## src/rtl/enoc_route_unit_if.sv

```systemverilog
// Per-port flit bus between the input stage and the route unit.
// Build option ENOC_ADAPTIVE_ROUTE_EN adds the i_congest vector.
interface enoc_route_unit_if #(
    parameter int PORTS   = 5,
    parameter int X_NODES = 4,
    parameter int Y_NODES = 4,
    parameter int DATA_W  = 32
);
    localparam int XW = (X_NODES > 1) ? $clog2(X_NODES) : 1;
    localparam int YW = (Y_NODES > 1) ? $clog2(Y_NODES) : 1;

    logic [PORTS-1:0]             i_val;
    logic [PORTS-1:0][XW-1:0]     i_x_dest;
    logic [PORTS-1:0][YW-1:0]     i_y_dest;
    logic [PORTS-1:0][DATA_W-1:0] i_data;
    logic [PORTS-1:0]             o_rdy;
    logic [PORTS-1:0]             o_val;
    logic [PORTS-1:0][4:0]        o_req;
    logic [PORTS-1:0][DATA_W-1:0] o_data;
    logic [PORTS-1:0]             i_rdy;
    logic [PORTS-1:0]             o_err;
`ifdef ENOC_ADAPTIVE_ROUTE_EN
    logic [4:0]                   i_congest;
`endif

    modport master (
        output i_val, i_x_dest, i_y_dest, i_data, i_rdy,
`ifdef ENOC_ADAPTIVE_ROUTE_EN
        output i_congest,
`endif
        input  o_rdy, o_val, o_req, o_data, o_err
    );

    modport slave (
        input  i_val, i_x_dest, i_y_dest, i_data, i_rdy,
`ifdef ENOC_ADAPTIVE_ROUTE_EN
        input  i_congest,
`endif
        output o_rdy, o_val, o_req, o_data, o_err
    );
endinterface

```

## src/rtl/enoc_route_unit.sv

```systemverilog
// Per-port route computation with a 2-entry {route, payload} FIFO per input.
// Build option ENOC_ADAPTIVE_ROUTE_EN enables minimal-adaptive X/Y selection.
module enoc_route_unit #(
    parameter int X_NODES = 4,
    parameter int Y_NODES = 4,
    parameter int X_LOC   = 0,
    parameter int Y_LOC   = 0,
    parameter int TORUS   = 0,
    parameter int PORTS   = 5,
    parameter int DATA_W  = 32
) (
    input logic          clk,
    input logic          reset_n,
    enoc_route_unit_if.slave bus
);
    localparam int XW    = (X_NODES > 1) ? $clog2(X_NODES) : 1;
    localparam int YW    = (Y_NODES > 1) ? $clog2(Y_NODES) : 1;
    localparam int ENT_W = 5 + DATA_W;

    localparam logic [4:0] DIR_C = 5'b10000;
    localparam logic [4:0] DIR_N = 5'b01000;
    localparam logic [4:0] DIR_E = 5'b00100;
    localparam logic [4:0] DIR_S = 5'b00010;
    localparam logic [4:0] DIR_W = 5'b00001;

    // Two guard bits keep (dest + NODES - LOC) free of overflow and underflow.
    localparam logic [XW+1:0] XN = (XW+2)'(X_NODES);
    localparam logic [XW+1:0] XL = (XW+2)'(X_LOC);
    localparam logic [XW+1:0] XH = (XW+2)'(X_NODES / 2);
    localparam logic [YW+1:0] YN = (YW+2)'(Y_NODES);
    localparam logic [YW+1:0] YL = (YW+2)'(Y_LOC);
    localparam logic [YW+1:0] YH = (YW+2)'(Y_NODES / 2);

    function automatic logic [4:0] route_of(
        input logic [XW-1:0] xd,
        input logic [YW-1:0] yd
`ifdef ENOC_ADAPTIVE_ROUTE_EN
        , input logic [4:0]  cong
`endif
    );
        logic [4:0]    x_dir;
        logic [4:0]    y_dir;
        logic [4:0]    r;
        logic [XW+1:0] dx;
        logic [YW+1:0] dy;
        x_dir = '0;
        y_dir = '0;
        dx    = '0;
        dy    = '0;
        if (TORUS != 0) begin
            dx = ({2'b00, xd} + XN - XL) % XN;
            dy = ({2'b00, yd} + YN - YL) % YN;
            if (dx != '0) x_dir = (dx <= XH) ? DIR_E : DIR_W;
            if (dy != '0) y_dir = (dy <= YH) ? DIR_N : DIR_S;
        end else begin
            if ({2'b00, xd} > XL)      x_dir = DIR_E;
            else if ({2'b00, xd} < XL) x_dir = DIR_W;
            if ({2'b00, yd} > YL)      y_dir = DIR_N;
            else if ({2'b00, yd} < YL) y_dir = DIR_S;
        end
        r = (x_dir != '0) ? x_dir : ((y_dir != '0) ? y_dir : DIR_C);
`ifdef ENOC_ADAPTIVE_ROUTE_EN
        // Sidestep to Y only when both dimensions make progress and only X is congested.
        if ((x_dir != '0) && (y_dir != '0) && ((cong & x_dir) != '0) && ((cong & y_dir) == '0))
            r = y_dir;
`endif
        return r;
    endfunction

    logic [PORTS-1:0][1:0][ENT_W-1:0] mem_q, mem_d;
    logic [PORTS-1:0][1:0]            count_q, count_d;
    logic [PORTS-1:0]                 rd_ptr_q, rd_ptr_d;
    logic [PORTS-1:0]                 wr_ptr_q, wr_ptr_d;
    logic [PORTS-1:0]                 rdy_q, rdy_d;
    logic [PORTS-1:0]                 err_q, err_d;

    logic [PORTS-1:0]                 push, pop, bad_dest;
    logic [PORTS-1:0][ENT_W-1:0]      entry_in;

    always_comb begin
        push     = '0;
        pop      = '0;
        bad_dest = '0;
        entry_in = '0;
        for (int p = 0; p < PORTS; p++) begin
            push[p]     = bus.i_val[p] & rdy_q[p];
            pop[p]      = (count_q[p] != 2'd0) & bus.i_rdy[p];
            bad_dest[p] = ({1'b0, bus.i_x_dest[p]} >= (XW+1)'(X_NODES)) |
                          ({1'b0, bus.i_y_dest[p]} >= (YW+1)'(Y_NODES));
`ifdef ENOC_ADAPTIVE_ROUTE_EN
            entry_in[p] = {bad_dest[p] ? DIR_C :
                           route_of(bus.i_x_dest[p], bus.i_y_dest[p], bus.i_congest),
                           bus.i_data[p]};
`else
            entry_in[p] = {bad_dest[p] ? DIR_C :
                           route_of(bus.i_x_dest[p], bus.i_y_dest[p]),
                           bus.i_data[p]};
`endif
        end
    end

    always_comb begin
        mem_d    = mem_q;
        count_d  = count_q;
        rd_ptr_d = rd_ptr_q;
        wr_ptr_d = wr_ptr_q;
        err_d    = err_q;
        rdy_d    = rdy_q;
        for (int p = 0; p < PORTS; p++) begin
            if (push[p]) begin
                mem_d[p][wr_ptr_q[p]] = entry_in[p];
                wr_ptr_d[p]           = ~wr_ptr_q[p];
                if (bad_dest[p]) err_d[p] = 1'b1;
            end
            if (pop[p]) rd_ptr_d[p] = ~rd_ptr_q[p];
            if (push[p] && !pop[p])      count_d[p] = count_q[p] + 2'd1;
            else if (!push[p] && pop[p]) count_d[p] = count_q[p] - 2'd1;
            rdy_d[p] = (count_d[p] < 2'd2);
        end
    end

    // Storage needs no reset: everything leaving the block is gated by o_val.
    always_ff @(posedge clk) begin
        if (!reset_n) begin
            count_q  <= '0;
            rd_ptr_q <= '0;
            wr_ptr_q <= '0;
            rdy_q    <= '0;
            err_q    <= '0;
        end else begin
            count_q  <= count_d;
            rd_ptr_q <= rd_ptr_d;
            wr_ptr_q <= wr_ptr_d;
            rdy_q    <= rdy_d;
            err_q    <= err_d;
        end
        mem_q <= mem_d;
    end

    always_comb begin
        bus.o_val  = '0;
        bus.o_req  = '0;
        bus.o_data = '0;
        for (int p = 0; p < PORTS; p++) begin
            if (count_q[p] != 2'd0) begin
                bus.o_val[p]                   = 1'b1;
                {bus.o_req[p], bus.o_data[p]}  = mem_q[p][rd_ptr_q[p]];
            end
        end
    end

    assign bus.o_rdy = rdy_q;
    assign bus.o_err = err_q;
endmodule

```

## src/flat_wrapper.sv

```systemverilog
// flat-port wrapper written by rule: the top's interface ports become plain ports
module enoc_route_unit_flat 
#(
    parameter int X_NODES = 4,
    parameter int Y_NODES = 4,
    parameter int X_LOC   = 0,
    parameter int Y_LOC   = 0,
    parameter int TORUS   = 0,
    parameter int PORTS   = 5,
    parameter int DATA_W  = 32
)
  (clk, reset_n, bus_i_val, bus_i_x_dest, bus_i_y_dest, bus_i_data, bus_i_rdy, bus_o_rdy, bus_o_val, bus_o_req, bus_o_data, bus_o_err);
  enoc_route_unit_if #(.PORTS(PORTS), .X_NODES(X_NODES), .Y_NODES(Y_NODES), .DATA_W(DATA_W)) bus_i ();
  input logic clk;
  input logic reset_n;
  input wire logic [$bits(bus_i.i_val)-1:0] bus_i_val;
  input wire logic [$bits(bus_i.i_x_dest)-1:0] bus_i_x_dest;
  input wire logic [$bits(bus_i.i_y_dest)-1:0] bus_i_y_dest;
  input wire logic [$bits(bus_i.i_data)-1:0] bus_i_data;
  input wire logic [$bits(bus_i.i_rdy)-1:0] bus_i_rdy;
  output wire logic [$bits(bus_i.o_rdy)-1:0] bus_o_rdy;
  output wire logic [$bits(bus_i.o_val)-1:0] bus_o_val;
  output wire logic [$bits(bus_i.o_req)-1:0] bus_o_req;
  output wire logic [$bits(bus_i.o_data)-1:0] bus_o_data;
  output wire logic [$bits(bus_i.o_err)-1:0] bus_o_err;
  assign bus_i.i_val = bus_i_val;
  assign bus_i.i_x_dest = bus_i_x_dest;
  assign bus_i.i_y_dest = bus_i_y_dest;
  assign bus_i.i_data = bus_i_data;
  assign bus_i.i_rdy = bus_i_rdy;
  assign bus_o_rdy = bus_i.o_rdy;
  assign bus_o_val = bus_i.o_val;
  assign bus_o_req = bus_i.o_req;
  assign bus_o_data = bus_i.o_data;
  assign bus_o_err = bus_i.o_err;
  enoc_route_unit #(.X_NODES(X_NODES), .Y_NODES(Y_NODES), .X_LOC(X_LOC), .Y_LOC(Y_LOC), .TORUS(TORUS), .PORTS(PORTS), .DATA_W(DATA_W)) u_core (.clk(clk), .reset_n(reset_n), .bus(bus_i));
endmodule
```

## config.mk

```make
export PLATFORM = sky130hd
export DESIGN_NAME = enoc_route_unit_flat
export DESIGN_NICKNAME = d
export VERILOG_FILES = /design/src/rtl/enoc_route_unit_if.sv /design/src/rtl/enoc_route_unit.sv /design/src/flat_wrapper.sv
export SDC_FILE = /design/constraint.sdc
export NUM_CORES = 1
export LEC_CHECK = 0
export ABC_CLOCK_PERIOD_IN_PS = 2700
export CAP_MARGIN = 30
export CORE_MARGIN = 4
export CORE_UTILIZATION = 49
export DETAILED_ROUTE_END_ITERATION = 7
export HOLD_SLACK_MARGIN = 0.05
export MAX_ROUTING_LAYER = met4
export PLACE_DENSITY_LB_ADDON = 0.08
export SKIP_LAST_GASP = 1
export SLEW_MARGIN = 20
export SYNTH_ARGS = -nofsm -noshare
export SYNTH_HDL_FRONTEND = slang
export SYNTH_SLANG_ARGS = --single-unit
```

## constraint.sdc

```tcl
create_clock -name clk -period 2.7 [get_ports clk]
set_input_delay 0.405 -clock clk [delete_from_list [all_inputs] [get_ports clk]]
set_output_delay 0.405 -clock clk [all_outputs]
set_load 0.1 [all_outputs]
```

==> qor.txt, run 1 <==
======================================================================================
Status                                                                    complete, no violations
Clock root buffer master                                                     clkbuf_16
Static leakage                                                              0.00773 uW
Final weighted congestion in routability-driven placement                        0.768
Clock latency of the later-clocked register in the worst-skew pair             0.51 ns
Number of distinct library cells after synthesis                                    26
Ratio of routed vias to standard cells                                            4.94
Area taken by multi-input logic gates                                         3360 um2
Number of placement rows                                                            63
Largest family of logic cells by synthesized area                         multiplexers
Total gr overflow                                                                    0
Area share of fa/ha/maj cells after synthesis                                    1.26%
Total length of routed wires                                                   32.8 mm
Worst hold margin                                                             0.471 ns
Half-perimeter wire length after detailed placement                            23.1 mm
Final max-slew violation count                                                       0
Sequential fraction of the synthesis area                                        73.9%
WP data arrival                                                                2.00 ns
Net Sw Frac                                                                      40.7%
Top-Level Pins                                                                     392
Worst vdd ir                                                                  0.812 mV
FF-to-FF Start                                                            u_core.count_q[6]
Start point of the worst min-delay path                                   bus_i_data[48]
Post-detailed-route wirelength per cell                                        18.5 um
Fillcell total                                                                   1,890
Highest cell delay on the worst timing path                                    0.49 ns
Sequential share of power                                                        31.3%
Footprint of the flip-flops and latches                                     11,000 um2
Count of buffering cells on the critical path with inverters included                4
Vertical extent of the die                                                      182 um
CTS Hold Bufs                                                                        0
Floorplan die area                                                          33,300 um2
Gate power share                                                                 45.8%
DP Cell Count                                                                    1,694
Start point of the critical path                                          u_core.count_q[8]
H-Tree Depth                                                                         2
Share of post-route cells with drive strength above 1                            20.6%
Clock group share of total power                                                 22.8%
Initial core utilization                                                         50.0%
Vias in the first global route                                                   9,393
Category of the worst setup path capture point                             output port
Pwr/cell area                                                              1020 nW/um2
Wire length of the first global-routing pass                                   49.8 mm
Mux contribution to synthesized area                                             11.8%
Final period utilization                                                         88.9%
Maximum frequency from static timing analysis                                  416 MHz
Non-filler instance count after layout                                           1,768
Cell family with most CP delay                                            buffers and inverters
Detailed Routing Iterations Pass 1                                                   4
Post-synthesis cell count                                                          946
Average instance area after synthesis                                         15.8 um2
Antenna-violating nets left                                                          0
Final Hold Fails                                                                     0
Number of max-capacitance violations reported                                        0
Sw Pwr                                                                         9170 uW
TNS Setup                                                                         0 ns
Critical Path Source Type                                                         flop
DR iter-0 viols                                                                    455
Worst clock skew                                                             0.0105 ns
Clock buffer depth                                                                   3
Initial antenna violation count                                                      3
Post-synthesis instance area                                                14,900 um2
Maximum number of pins on one net before global-route repair                        38
Number of remaining DRC errors                                                       0
WS Path Type                                                                   reg2out
Hold crit path type                                                             in2reg
Quantity of I/O buffers inserted on ports                                          376
Synthesis Warnings                                                                   0
Largest driver fanout on the critical path                                          22
Total via count after detailed routing                                           8,739
CTS tree                                                                         built
Slowest stage cell, crit path                                                     ha_2
XOR/XNOR share of the synthesized area                                          0.294%
Cell internal pwr                                                            13,300 uW
Overall power                                                                22,500 uW
Final-stage net count                                                            1,552
Synthesized-area fraction occupied by ao, oa, aoi and oai cells                  1.39%
Area added between synthesis and finish                                          47.7%
Total CTS buffers                                                                   39
Clock sink total                                                                   375
Setup-violating endpoint count in the final report                                   0
Crit-path cells                                                           inv_1 > ha_2 > buf_4 > inv_1 > buf_4
Floorplan die width                                                             182 um
Final design instance area without fill                                     22,000 um2
Post-synthesis register bit count                                                  375
Required arrival time at the worst endpoint                                    2.30 ns
Area of placed instances                                                    20,800 um2
Total Routing Usage GR                                                           19.8%
Unrepaired setup endpoints after global routing                                  false
Core Box Area                                                               29,800 um2
Post-route minimum period                                                      2.40 ns
Clock slew at the register clock pins of the worst setup and hold paths        0.06 ns
Post-Synth Simple-Gate Area                                                      7.28%
======================================================================================
## power groups by stage
stage | clock network (uW) | logic (uW) | registers [uW]
finish | 5140 | 10300 | 7060
global route | 5530 | 10700 | 7100
CTS | 5280 | 10400 | 7060
detailed placement | 0 | 10400 | 7180
global placement | 0 | 10300 | 7150
floorplan | 0 | 6670 | 7240
## area by class of cell
type / count / area share, %
Clock inverter: 17 / 0.716
Clock buffer: 54 / 4.93
Inverter: 30 / 0.511
Tap cell: 390 / 2.22
Timing Repair Buffer: 401 / 26.3
Multi-Input combinational cell: 498 / 15.3
Antenna cell: 3 / 0.0341
Sequential cell: 375 / 50.0
## per-stage QoR
step	utilization, %	setup WS [ns]
2_1_floorplan	-	0.111
4_1_cts	73.9	0.272
3_5_place_dp	69.7	0.484
3_3_place_gp	69.7	0.630
6_report	73.9	0.298
5_1_grt	73.9	0.177
## placed cells by master, fill, tap and decap left out, drive strengths merged, types with 13 or more instances in the layout
cell type | netlist | layout
clkdlybuf4s50 | 0 | 191
clkbuf | 11 | 54
nand2 | 23 | 23
clkinv | 0 | 13
conb | 1 | 15
nor2 | 203 | 203
mux2i | 175 | 175
dfxtp | 25 | 25
inv | 30 | 30
edfxtp | 350 | 350
buf | 46 | 210
ha | 15 | 15
## logic make-up after synthesis
logic type / Yosys count
AOI/OAI and AO/OA: 30
xor gates and xnor gates: 5
adders and majority gates: 15
buffers and inverters: 87
DFF: 375
muxes: 175
other: 1
and+or+nand+nor: 258
## registers in the layout, indices dropped and copies added (netlist names), named ones only
| register | count |
|---|---|
| u_core.bus.o_rdy | 5 |
| u_core.count_q | 5 |
| u_core.mem_q | 350 |
| u_core.rd_ptr_q | 5 |
| u_core.wr_ptr_q | 5 |
## final timing paths
check                           slack [ns]                 to  depth (start not counted)
worst min-delay path                  0.47   u_core.mem_q[90]                          1
worst min register to register        0.47  u_core.count_q[0]                          2
worst max register to register        0.82               flop                          8
worst max-delay path                  0.30       bus_o_val[4]                          5
## metal layers
metal,GRT usage (%),vias to the layer above,share of wire [%]
met4,5.10,0,2.1
met1,22.9,4180,38
met5,-,-,0
met2,33.4,306,51
met3,6.78,49,9.0
li1,-,4204,-
## worst register-to-register path, cell delays in order (launching register included)
cell,delay [ns]
dfxtp_1,0.34
inv_1,0.06
ha_1,0.19
buf_4,0.25
nand2b_4,0.21
inv_1,0.05
ha_1,0.20
or3b_1,0.35
a31oi_1,0.15
## repair_timing
action | 4_1_cts | 5_1_grt
setup buffers | 0 | 0
endpoints found under the hold margin | 0 | 0
gates resized for setup | 1 | 0
setup endpoints to repair | 16 | 0
## synth_stat cells (all sizes together)
library cell	instances	area, um2
or3b	2	17.5
a211oi	5	37.5
a21boi	5	37.5
nand2	23	86.3
buf	46	462
clkbuf	11	41.3
inv	30	113
o21ai	5	25.0
and3	5	31.3
or2	5	31.3
o211ai	5	37.5
ha	15	188
o21a	5	37.5
mux2i	175	1750
nand2b	5	68.8
and2	10	62.6
xnor2	5	43.8
a31oi	5	31.3
nor2	203	762
conb	1	3.75
edfxtp	350	10500
dfxtp	25	500
nor3	5	25.0
No activity file was read; power rests on OpenSTA's default activity.
==> run 2: changes to the inputs <==
--- a/config.mk
+++ b/config.mk
@@ -5,7 +5,6 @@
 export SDC_FILE = /design/constraint.sdc
 export NUM_CORES = 1
 export LEC_CHECK = 0
-export ABC_CLOCK_PERIOD_IN_PS = 2700
 export CAP_MARGIN = 30
 export CORE_MARGIN = 4
 export CORE_UTILIZATION = 49
==> results of run 2 <==
Final layout, timing and power as in run 1 (identical DEF).
==> run 3: changes to the inputs <==
--- a/config.mk
+++ b/config.mk
@@ -11,7 +11,7 @@
 export DETAILED_ROUTE_END_ITERATION = 7
 export HOLD_SLACK_MARGIN = 0.05
 export MAX_ROUTING_LAYER = met4
-export PLACE_DENSITY_LB_ADDON = 0.08
+export PLACE_DENSITY = 0.8
 export SKIP_LAST_GASP = 1
 export SLEW_MARGIN = 20
 export SYNTH_ARGS = -nofsm -noshare
==> run 3 against run 2 <==
Register-to-register slack got worse by 0.03 ns. Critical path type unchanged. Combinational power about the same. Clock power about the same. Via count increased by 2.0%. Critical endpoint is now bus_o_data[125]. First-iteration DRC count increased by 23%.
==> qor.txt, run 3 (synthesis results as in run 1) <==
======================================================================================
Total routed wire length on the met1 layer                                     12.5 mm
Final WS setup                                                                0.220 ns
Worst clock skew                                                            0.00990 ns
Flip-flop count of the largest register after layout                               350
Total via count after detailed routing                                           8,915
Detailed Routing Iterations Pass 1                                                   4
Pre-CTS WS                                                                    0.656 ns
Number of stages on the worst hold path                                              1
Worst relative slew slack                                                        60.5%
Wire length of the first global-routing pass                                   52.0 mm
Clock slew at the register clock pins of the worst setup and hold paths        0.06 ns
Total CTS buffers                                                                   38
Initial core utilization                                                         50.0%
Sequential share of power                                                        31.5%
Total length of routed wires                                                   34.8 mm
Met2 routed wirelength                                                         18.6 mm
Gate power share                                                                 45.6%
Hold crit path type                                                             in2reg
Overall power                                                                22,600 uW
Sw Pwr                                                                         9190 uW
Final max-slew violation count                                                       0
Path depth of the worst reg2reg path                                                 6
Final-stage net count                                                            1,552
WS Path Type                                                                   reg2out
Clock buffer depth                                                                   3
Required arrival time at the worst endpoint                                    2.30 ns
Number of post-CTS setup repair buffers                                              0
Most frequent standard cell in the layout excluding fill and tap cells        edfxtp_1
Status                                                                    complete, no violations
WP data arrival                                                                2.07 ns
Footprint of the flip-flops and latches                                     11,000 um2
Setup-violating endpoint count in the final report                                   0
Core Box Area                                                               29,800 um2
Floorplan die area                                                          33,300 um2
Half-perimeter wire length after detailed placement                            24.9 mm
Final weighted congestion in routability-driven placement                        0.828
Post-route minimum period                                                      2.48 ns
Length of routed met3 wiring                                                   2.57 mm
Share of post-route cells with drive strength above 1                            20.6%
Number of instances resized during post-cts repair                                   0
Number of max-capacitance violations reported                                        0
Maximum number of pins on one net before global-route repair                        38
Initial antenna violation count                                                      3
Critical Path Source Type                                                         flop
Clock group share of total power                                                 22.9%
Area taken by multi-input logic gates                                         3360 um2
Quantity of I/O buffers inserted on ports                                          376
Total gr overflow                                                                    0
Net Sw Frac                                                                      40.7%
Final Hold Fails                                                                     0
Vertical extent of the die                                                      182 um
Number of remaining DRC errors                                                       0
TNS Setup                                                                         0 ns
Number of placement rows                                                            63
Clock latency of the later-clocked register in the worst-skew pair             0.51 ns
Top library cells by usage in the layout, fill and taps aside             350 x edfxtp_1, 198 x nor2_1, 191 x clkdlybuf4s50_1, 182 x buf_12, 175 x mux2i_1
Most flop-heavy register                                                  u_core.mem_q
Pin slew with the least headroom to its limit                                 0.593 ns
Non-filler instance count after layout                                           1,765
CTS tree                                                                         built
Static leakage                                                              0.00773 uW
Maximum frequency from static timing analysis                                  403 MHz
Highest metal layer used by the detailed router                                   met4
Largest driver fanout on the critical path                                          21
Total Routing Usage GR                                                           20.8%
Worst vdd ir                                                                  0.995 mV
Final period utilization                                                         91.8%
Pwr/cell area                                                              1030 nW/um2
Post-detailed-route wirelength per cell                                        19.7 um
DP Cell Count                                                                    1,695
Fillcell total                                                                   1,739
Vias in the first global route                                                   9,611
Unrepaired setup endpoints after global routing                                  false
Category of the worst setup path capture point                             output port
Antenna-violating nets left                                                          0
Ratio of routed vias to standard cells                                            5.05
Clock sink total                                                                   375
Floorplan die width                                                             182 um
Cell internal pwr                                                            13,400 uW
Top-Level Pins                                                                     392
CTS Hold Bufs                                                                        0
Sink of the worst hold path                                               u_core.mem_q[338]
Start point of the worst min-delay path                                   bus_i_data[133]
Clock root buffer master                                                     clkbuf_16
H-Tree Depth                                                                         2
DR iter-0 viols                                                                    560
Worst reg-to-reg setup slack                                                   0.79 ns
Area added between synthesis and finish                                          47.6%
======================================================================================
-- run 3: cell types whose count changed in the layout (fill, tap and decap cells not counted), sizes merged --
cell	before	now
buf	210	211
clkbuf	54	51
bufinv	3	4
clkinv	13	11
-- run 3: power groups by stage --
stage	logic, uW	registers, uW	clock network [uW]
6_report	10300	7110	5160
5_1_grt	10600	7140	5520
4_1_cts	10400	7110	5270
3_5_place_dp	10300	7220	0
3_3_place_gp	10200	7190	0
2_1_floorplan	6670	7240	0
-- run 3: per-layer routing --
layer	GRT usage [%]	up-vias
met5	-	-
met4	7.05	0
met3	5.30	72
met2	37.3	342
met1	22.4	4299
li1	-	4202
-- run 3: stage by stage --
step                hold WS, ns  utilization, %  cell area (um2)
floorplan                 0.451               -            15000
finish                    0.473            73.8            22000
CTS                       0.450            73.8            22000
global route              0.457            73.8            22000
detailed placement        0.467            69.6            20700
global placement          0.462            69.6            20700
-- run 3: critical path: stages (launching register included) --
cell     delay, ns
dfxtp_1       0.31
inv_1         0.07
ha_1          0.54
buf_4         0.34
nor2_1        0.12
buf_12        0.18
-- run 3: layout make-up --
type / count / area share [%]
diodes: 3 / 0.0341
clock inverters: 16 / 0.813
clock buffers: 51 / 4.83
repair buffers: 402 / 26.2
inverters: 30 / 0.512
multi-input cells: 498 / 15.3
flip-flops and latches: 375 / 50.1
well taps: 390 / 2.22
-- run 3: worst max-delay path by stage --
| stage | slack, ns | cells past startpoint | from | to |
|---|---|---|---|---|
| 6_report | 0.22 | 5 | u_core.count_q[6] | bus_o_data[125] |
| 5_1_grt | 0.05 | 5 | flop | bus_o_val[3] |
| 4_1_cts | 0.13 | 5 | u_core.count_q[8] | bus_o_data[140] |
| 3_5_place_dp | 0.66 | 3 | bus_i_val[1] | u_core.mem_q[141] |
| 3_3_place_gp | 0.74 | 3 | bus_i_val[1] | u_core.mem_q[134] |
| 2_1_floorplan | 0.11 | 2 | u_core.bus.o_rdy[0] | u_core.mem_q[0] |
==> RTL change 1, RTL diff (settings of run 3) <==
`PORTS` is set to 5 in 3 places; all go to 6.
--- a/src/rtl/enoc_route_unit_if.sv
+++ b/src/rtl/enoc_route_unit_if.sv
@@ -2,5 +2,5 @@
 // Build option ENOC_ADAPTIVE_ROUTE_EN adds the i_congest vector.
 interface enoc_route_unit_if #(
-    parameter int PORTS   = 5,
+    parameter int PORTS   = 6,
     parameter int X_NODES = 4,
     parameter int Y_NODES = 4,
--- a/src/rtl/enoc_route_unit.sv
+++ b/src/rtl/enoc_route_unit.sv
@@ -7,5 +7,5 @@
     parameter int Y_LOC   = 0,
     parameter int TORUS   = 0,
-    parameter int PORTS   = 5,
+    parameter int PORTS   = 6,
     parameter int DATA_W  = 32
 ) (
--- a/src/flat_wrapper.sv
+++ b/src/flat_wrapper.sv
@@ -7,5 +7,5 @@
     parameter int Y_LOC   = 0,
     parameter int TORUS   = 0,
-    parameter int PORTS   = 5,
+    parameter int PORTS   = 6,
     parameter int DATA_W  = 32
 )
Ports: changed (10 resized); port bits go from 392 to 470. No check against the original RTL was run, so the function may have changed too.
==> RTL change 1 against run 3 <==
Power grew 22%. Synthesized area rose by 20%. Count of clock-buffer cells in the layout up 8. Register-to-register slack worse by 0.10 ns. Setup slack lost 0.015 ns. Sequential power up 20%. Highest routed layer unchanged. Critical path type unchanged. Via count is 21% higher. Final area is 20% higher. Routed wire length up 27%. Sequential cell count is 75 higher.
==> RTL change 1: results (changes against run 3) <==
| Metric | Value |
|---|---|
| Status | `completed` |
| Synth top cells by count | `420 x edfxtp_1, 254 x nor2_1, 210 x mux2i_1` |
| Overall Power | `0.0275 W (+22%)` |
| Hold_sp | `bus_i_data[165]` |
| FF-to-FF setup slack | `0.69 ns (-0.10 ns)` |
| R2R cell count | `9 (+3)` |
| Clock Latency Late Sink | `0.55 ns (+0.04 ns)` |
| Layout cells sized above 1 | `21.1% (+0.44 points)` |
| Final WL | `44300 microns (+27%)` |
| Vias in the first global route | `11700 (+22%)` |
| Largest net degree at the start of global routing | `37 (-2.6%)` |
| M1 wire length | `15200 microns (+22%)` |
| Slew @ Worst Pin | `0.652 ns (+0.0591 ns)` |
| Layout Nets | `1859 (+20%)` |
| Worst hold endpoint | `u_core.mem_q[412]` |
| Yosys cell types | `29 (+12%)` |
| Global-route wire length before repair | `65600 microns (+26%)` |
| Vias/cell | `5.11 (+1.2%)` |
| GRT Total Usage | `22.4% (+1.6 points)` |
| GP Congestion | `0.862 (+4.1%)` |
| Most area-consuming cells after synthesis | `edfxtp_1 71%, mux2i_1 12%, nor2_1 5.3%, dfxtp_1 3.4%, buf_8 1.5%` |
| CTS Buf Count | `45 (+18%)` |
| Cell Int Power | `0.0161 W (+20%)` |
| Seq/Total Area, Yosys | `74.1% (+0.18 points)` |
| Leak | `9.16 nW (+19%)` |
| VDD IR-drop max | `0.746 mV (-25%)` |
| Number of synthesized flops with an enable pin | `420 (+20%)` |
## RTL change 1: cell count changes after synthesis, sizes merged, moves of 6 or more
cell | before | now
nor2 | 203 | 254
mux2i | 175 | 210
edfxtp | 350 | 420
nand2 | 23 | 29
inv | 30 | 36
a21oi | 0 | 9
xor2 | 0 | 6
and2 | 10 | 0
buf | 46 | 57
## RTL change 1: metal layers
metal  track usage, %  vias to the layer above
met1             23.8                     5233
met5                -                        -
met3             6.32                       85
met2             39.7                      453
met4             8.36                        0
li1                 -                     5042
## RTL change 1: worst max-delay path by stage
stage | startpoint | endpoint | slack (ns) | cells after the start
global route | flip-flop | bus_o_data[31] | 0.03 | 5
CTS | u_core.count_q[4] | bus_o_data[64] | 0.04 | 5
finish | flip-flop | bus_o_data[15] | 0.21 | 5
global placement | u_core.count_q[8] | bus_o_data[152] | 0.66 | 5
detailed placement | u_core.count_q[8] | bus_o_data[144] | 0.57 | 5
floorplan | u_core.bus.o_rdy[0] | u_core.mem_q[0] | 0.09 | 2
## RTL change 1: layout make-up
cell class / instances / area share [%]
Sequential cell: 450 / 50.2
Timing Repair Buffer: 482 / 26.3
Multi-Input combinational cell: 596 / 15.0
Clock buffer: 59 / 4.68
Tap cell: 461 / 2.19
Clock inverter: 24 / 0.918
Inverter: 36 / 0.514
Antenna cell: 7 / 0.0666
## RTL change 1: per-stage QoR
| step | instance area [sq um] | cells | hold WS, ns |
|---|---|---|---|
| 2_1_floorplan | 17900 | 1151 | 0.444 |
| 3_3_place_gp | 24800 | 2025 | 0.451 |
| 3_5_place_dp | 24800 | 2025 | 0.462 |
| 4_1_cts | 26300 | 2108 | 0.408 |
| 5_1_grt | 26300 | 2115 | 0.415 |
| 6_report | 26300 | 2115 | 0.436 |
## RTL change 1: critical path, delay by kind of cell, from the launching register on
kind / cells / cell delay [ns]
flops: 1 / 0.31
fa+ha+maj: 1 / 0.58
buf+inv: 3 / 0.57
simple gates: 1 / 0.10
## RTL change 1: logic make-up (layout without fill, tap and decap cells)
family / after synthesis / in the layout / share of synthesized area [%]
AND/OR/NAND/NOR: 306 / 306 / 6.84
XOR/XNOR: 12 / 12 / 0.589
adder cells (fa/ha/maj): 18 / 18 / 1.26
multiplexers: 210 / 210 / 11.8
other: 1 / 25 / 0.0210
buffers and inverters: 105 / 601 / 4.31
flip-flops: 450 / 450 / 74.1
AO/OA/AOI/OAI: 32 / 32 / 1.15
## RTL change 1: what timing repair did
action	in CTS	in global routing
pin swaps	0	0
endpoints found under the setup margin	9	55
hold endpoints to repair	0	0
gates resized for setup	1	3
hold buffers	0	0
==> RTL change 2, RTL diff (settings of run 3) <==
Made on the original files. `TORUS` is set to 0 in 2 places; all go to 1.
--- a/src/rtl/enoc_route_unit.sv
+++ b/src/rtl/enoc_route_unit.sv
@@ -6,5 +6,5 @@
     parameter int X_LOC   = 0,
     parameter int Y_LOC   = 0,
-    parameter int TORUS   = 0,
+    parameter int TORUS   = 1,
     parameter int PORTS   = 5,
     parameter int DATA_W  = 32
--- a/src/flat_wrapper.sv
+++ b/src/flat_wrapper.sv
@@ -6,5 +6,5 @@
     parameter int X_LOC   = 0,
     parameter int Y_LOC   = 0,
-    parameter int TORUS   = 0,
+    parameter int TORUS   = 1,
     parameter int PORTS   = 5,
     parameter int DATA_W  = 32
Behaviour: not the same (a bounded check fails within 4 cycles, from zero or initial values and one cycle with reset_n low).
==> RTL change 2 against run 3 <==
First-iteration DRC count shrank 15%. Routed wire length grew 6.1%. Largest power group unchanged. Synthesized area grew 6.4%. Combinational power grew 5%. Clock power grew 7.0%. Sequential power grew 4.8%. Sequential cell count grew 20. Power grew 5.5%. Setup slack lost 0.032 ns. Hold slack lost 0.014 ns. Clock skew grew 0.0065 ns. Final area grew 6.3%. Critical path type unchanged.
==> RTL change 2: results (changes against run 3) <==
| Metric | Value |
|---|---|
| Clk pin slew, worst setup/hold paths | `0.06 ns (about the same)` |
| # placed instances | `1781 (+5.1%)` |
| Layout cells sized above 1 | `20.1% (-0.54 points)` |
| Clock Latency Late Sink | `0.52 ns` |
| Setup bufs post-CTS | `0 (unchanged)` |
| Avg WL per Cell | `19.9 microns (+0.75%)` |
| Most used DFF post-synth | `edfxtp_1` |
| VDD IR-drop max | `1.10 mV (+10%)` |
| Final WL | `36900 microns (+6.1%)` |
| Global-route wire length before repair | `56900 microns (+9.3%)` |
| Largest net degree at the start of global routing | `40 (+5.3%)` |
| Largest Register | `u_core.mem_q` |
| WP data arrival | `2.11 ns (+0.04 ns)` |
| PostCTS Resize Cnt | `0 (unchanged)` |
| Yosys cell types | `24 (-7.7%)` |
| Synth top cells by count | `370 x edfxtp_1, 203 x nor2_1, 185 x mux2i_1` |
| CTS root buf | `clkbuf_16` |
| Largest register FFs | `370 (+5.7%)` |
| Post-synth ARST share | `0% (unchanged)` |
| Vias/cell | `5.14 (+1.8%)` |
| Clock skew | `0.0164 ns (+0.00648 ns)` |
| FF-to-FF setup slack | `0.64 ns (-0.15 ns)` |
| Worst hold endpoint | `u_core.mem_q[296]` |
| Most area-consuming cells after synthesis | `edfxtp_1 70%, mux2i_1 12%, nor2_1 4.8%, dfxtp_1 3.2%, ha_1 2.8%` |
| Net Sw Power | `0.00971 W (+5.7%)` |
| H-tree depth | `2 (unchanged)` |
| Layout Nets | `1649 (+6.3%)` |
| Hold_sp | `bus_i_data[128]` |
| Syn Inst Count | `1011 (+6.9%)` |
| Number of synthesized flops with an enable pin | `370 (+5.7%)` |
| R2R cell count | `7 (+1)` |
| GP Congestion | `0.808 (-2.5%)` |
| Hold_ws | `0.460 ns (-0.0137 ns)` |
| GRT Total Usage | `21.1% (+0.36 points)` |
| Seq/Total Area, Yosys | `73.2% (-0.67 points)` |
| Vias in the first global route | `10400 (+8.1%)` |
| Slew headroom | `56.8% (-3.7 points)` |
| Leak | `8.31 nW (+7.6%)` |
| # port buffers | `386 (+2.7%)` |
| Layout filler cell count | `1877 (+7.9%)` |
| Clock buffer depth | `3 (unchanged)` |
| CTS Buf Count | `41 (+7.9%)` |
| Status | `completed` |
| Dpl cell area | `22000 sq um (+6.2%)` |
| Initial drt markers | `476 (-15%)` |
| Crit-path max FO | `25 (+19%)` |
| HPWL Detailed | `26400 microns (+6.2%)` |
| Initial antenna violation count | `1 (-2)` |
==> RTL change 2: cell count changes after synthesis, moves of 10 or more <==
| cell | before | now |
|---|---|---|
| buf_12 | 0 | 10 |
| buf_8 | 15 | 0 |
| mux2i_1 | 175 | 185 |
| inv_1 | 30 | 50 |
| edfxtp_1 | 350 | 370 |
| ha_1 | 15 | 35 |
| buf_2 | 6 | 16 |
| and2_1 | 10 | 25 |
| buf_4 | 20 | 10 |
==> RTL change 2: per-stage QoR <==
stage,power [W],setup slack [ns]
after global placement,0.0183,0.734
final,0.0238,0.188
after detailed placement,0.0185,0.666
after CTS,0.0240,0.173
after global routing,0.0246,0.0964
after floorplan,0.0145,0.0580
==> RTL change 2: worst max-delay path by stage <==
| stage | start | to | slack, ns | depth (start not counted) |
|---|---|---|---|---|
| finish | flip-flop | bus_o_data[66] | 0.19 | 5 |
| global route | flip-flop | bus_o_data[66] | 0.1 | 5 |
| global placement | bus_i_val[2] | u_core.mem_q[155] | 0.73 | 4 |
| detailed placement | flip-flop | flip-flop | 0.67 | 7 |
| floorplan | u_core.bus.o_rdy[0] | u_core.mem_q[0] | 0.06 | 2 |
| CTS | flip-flop | bus_o_data[66] | 0.17 | 5 |
==> RTL change 2: critical path: stages (launching register included) <==
cell and delay (ns):
dfxtp_1 0.37, inv_1 0.06, ha_1 0.41, buf_12 0.26, nor2_1 0.26, buf_12 0.22
==> RTL change 2: cell type report <==
type	instances	area, sq um	area share, %
Tap cell	402	503	2.15
Inverter	50	188	0.803
Multi-Input combinational cell	523	3680	15.7
Sequential cell	395	11600	49.7
Antenna cell	2	5.00	0.0214
Clock inverter	29	250	1.07
Clock buffer	46	1090	4.65
Timing Repair Buffer	411	6050	25.9
==> RTL change 2: power groups by stage <==
stage / clock network [W] / logic [W] / registers (W)
floorplan: 0 / 0.00689 / 0.00762
global placement: 0 / 0.0108 / 0.00754
detailed placement: 0 / 0.0109 / 0.00758
CTS: 0.00564 / 0.0109 / 0.00745
global route: 0.00591 / 0.0112 / 0.00749
finish: 0.00552 / 0.0108 / 0.00745
==> RTL change 2: metal layers <==
layer / up-vias / GRT usage [%] / share of wire [%]
met2: 352 / 37.7 / 54
met1: 4645 / 22.7 / 35
met3: 78 / 5.92 / 7.7
li1: 4478 / - / -
met4: 0 / 6.92 / 3.3
met5: - / - / 0
==> RTL change 2: kinds of logic after synthesis <==
group                      after synthesis  share of synthesized area, %
DFF                                    395                          73.2
and+or+nand+nor                        263                          6.84
muxes                                  185                          11.7
buffers and inverters                   97                          3.92
adders and majority gates               35                          2.76
AOI/OAI and AO/OA                       30                          1.30
xor gates and xnor gates                 5                         0.276
other                                    1                        0.0236
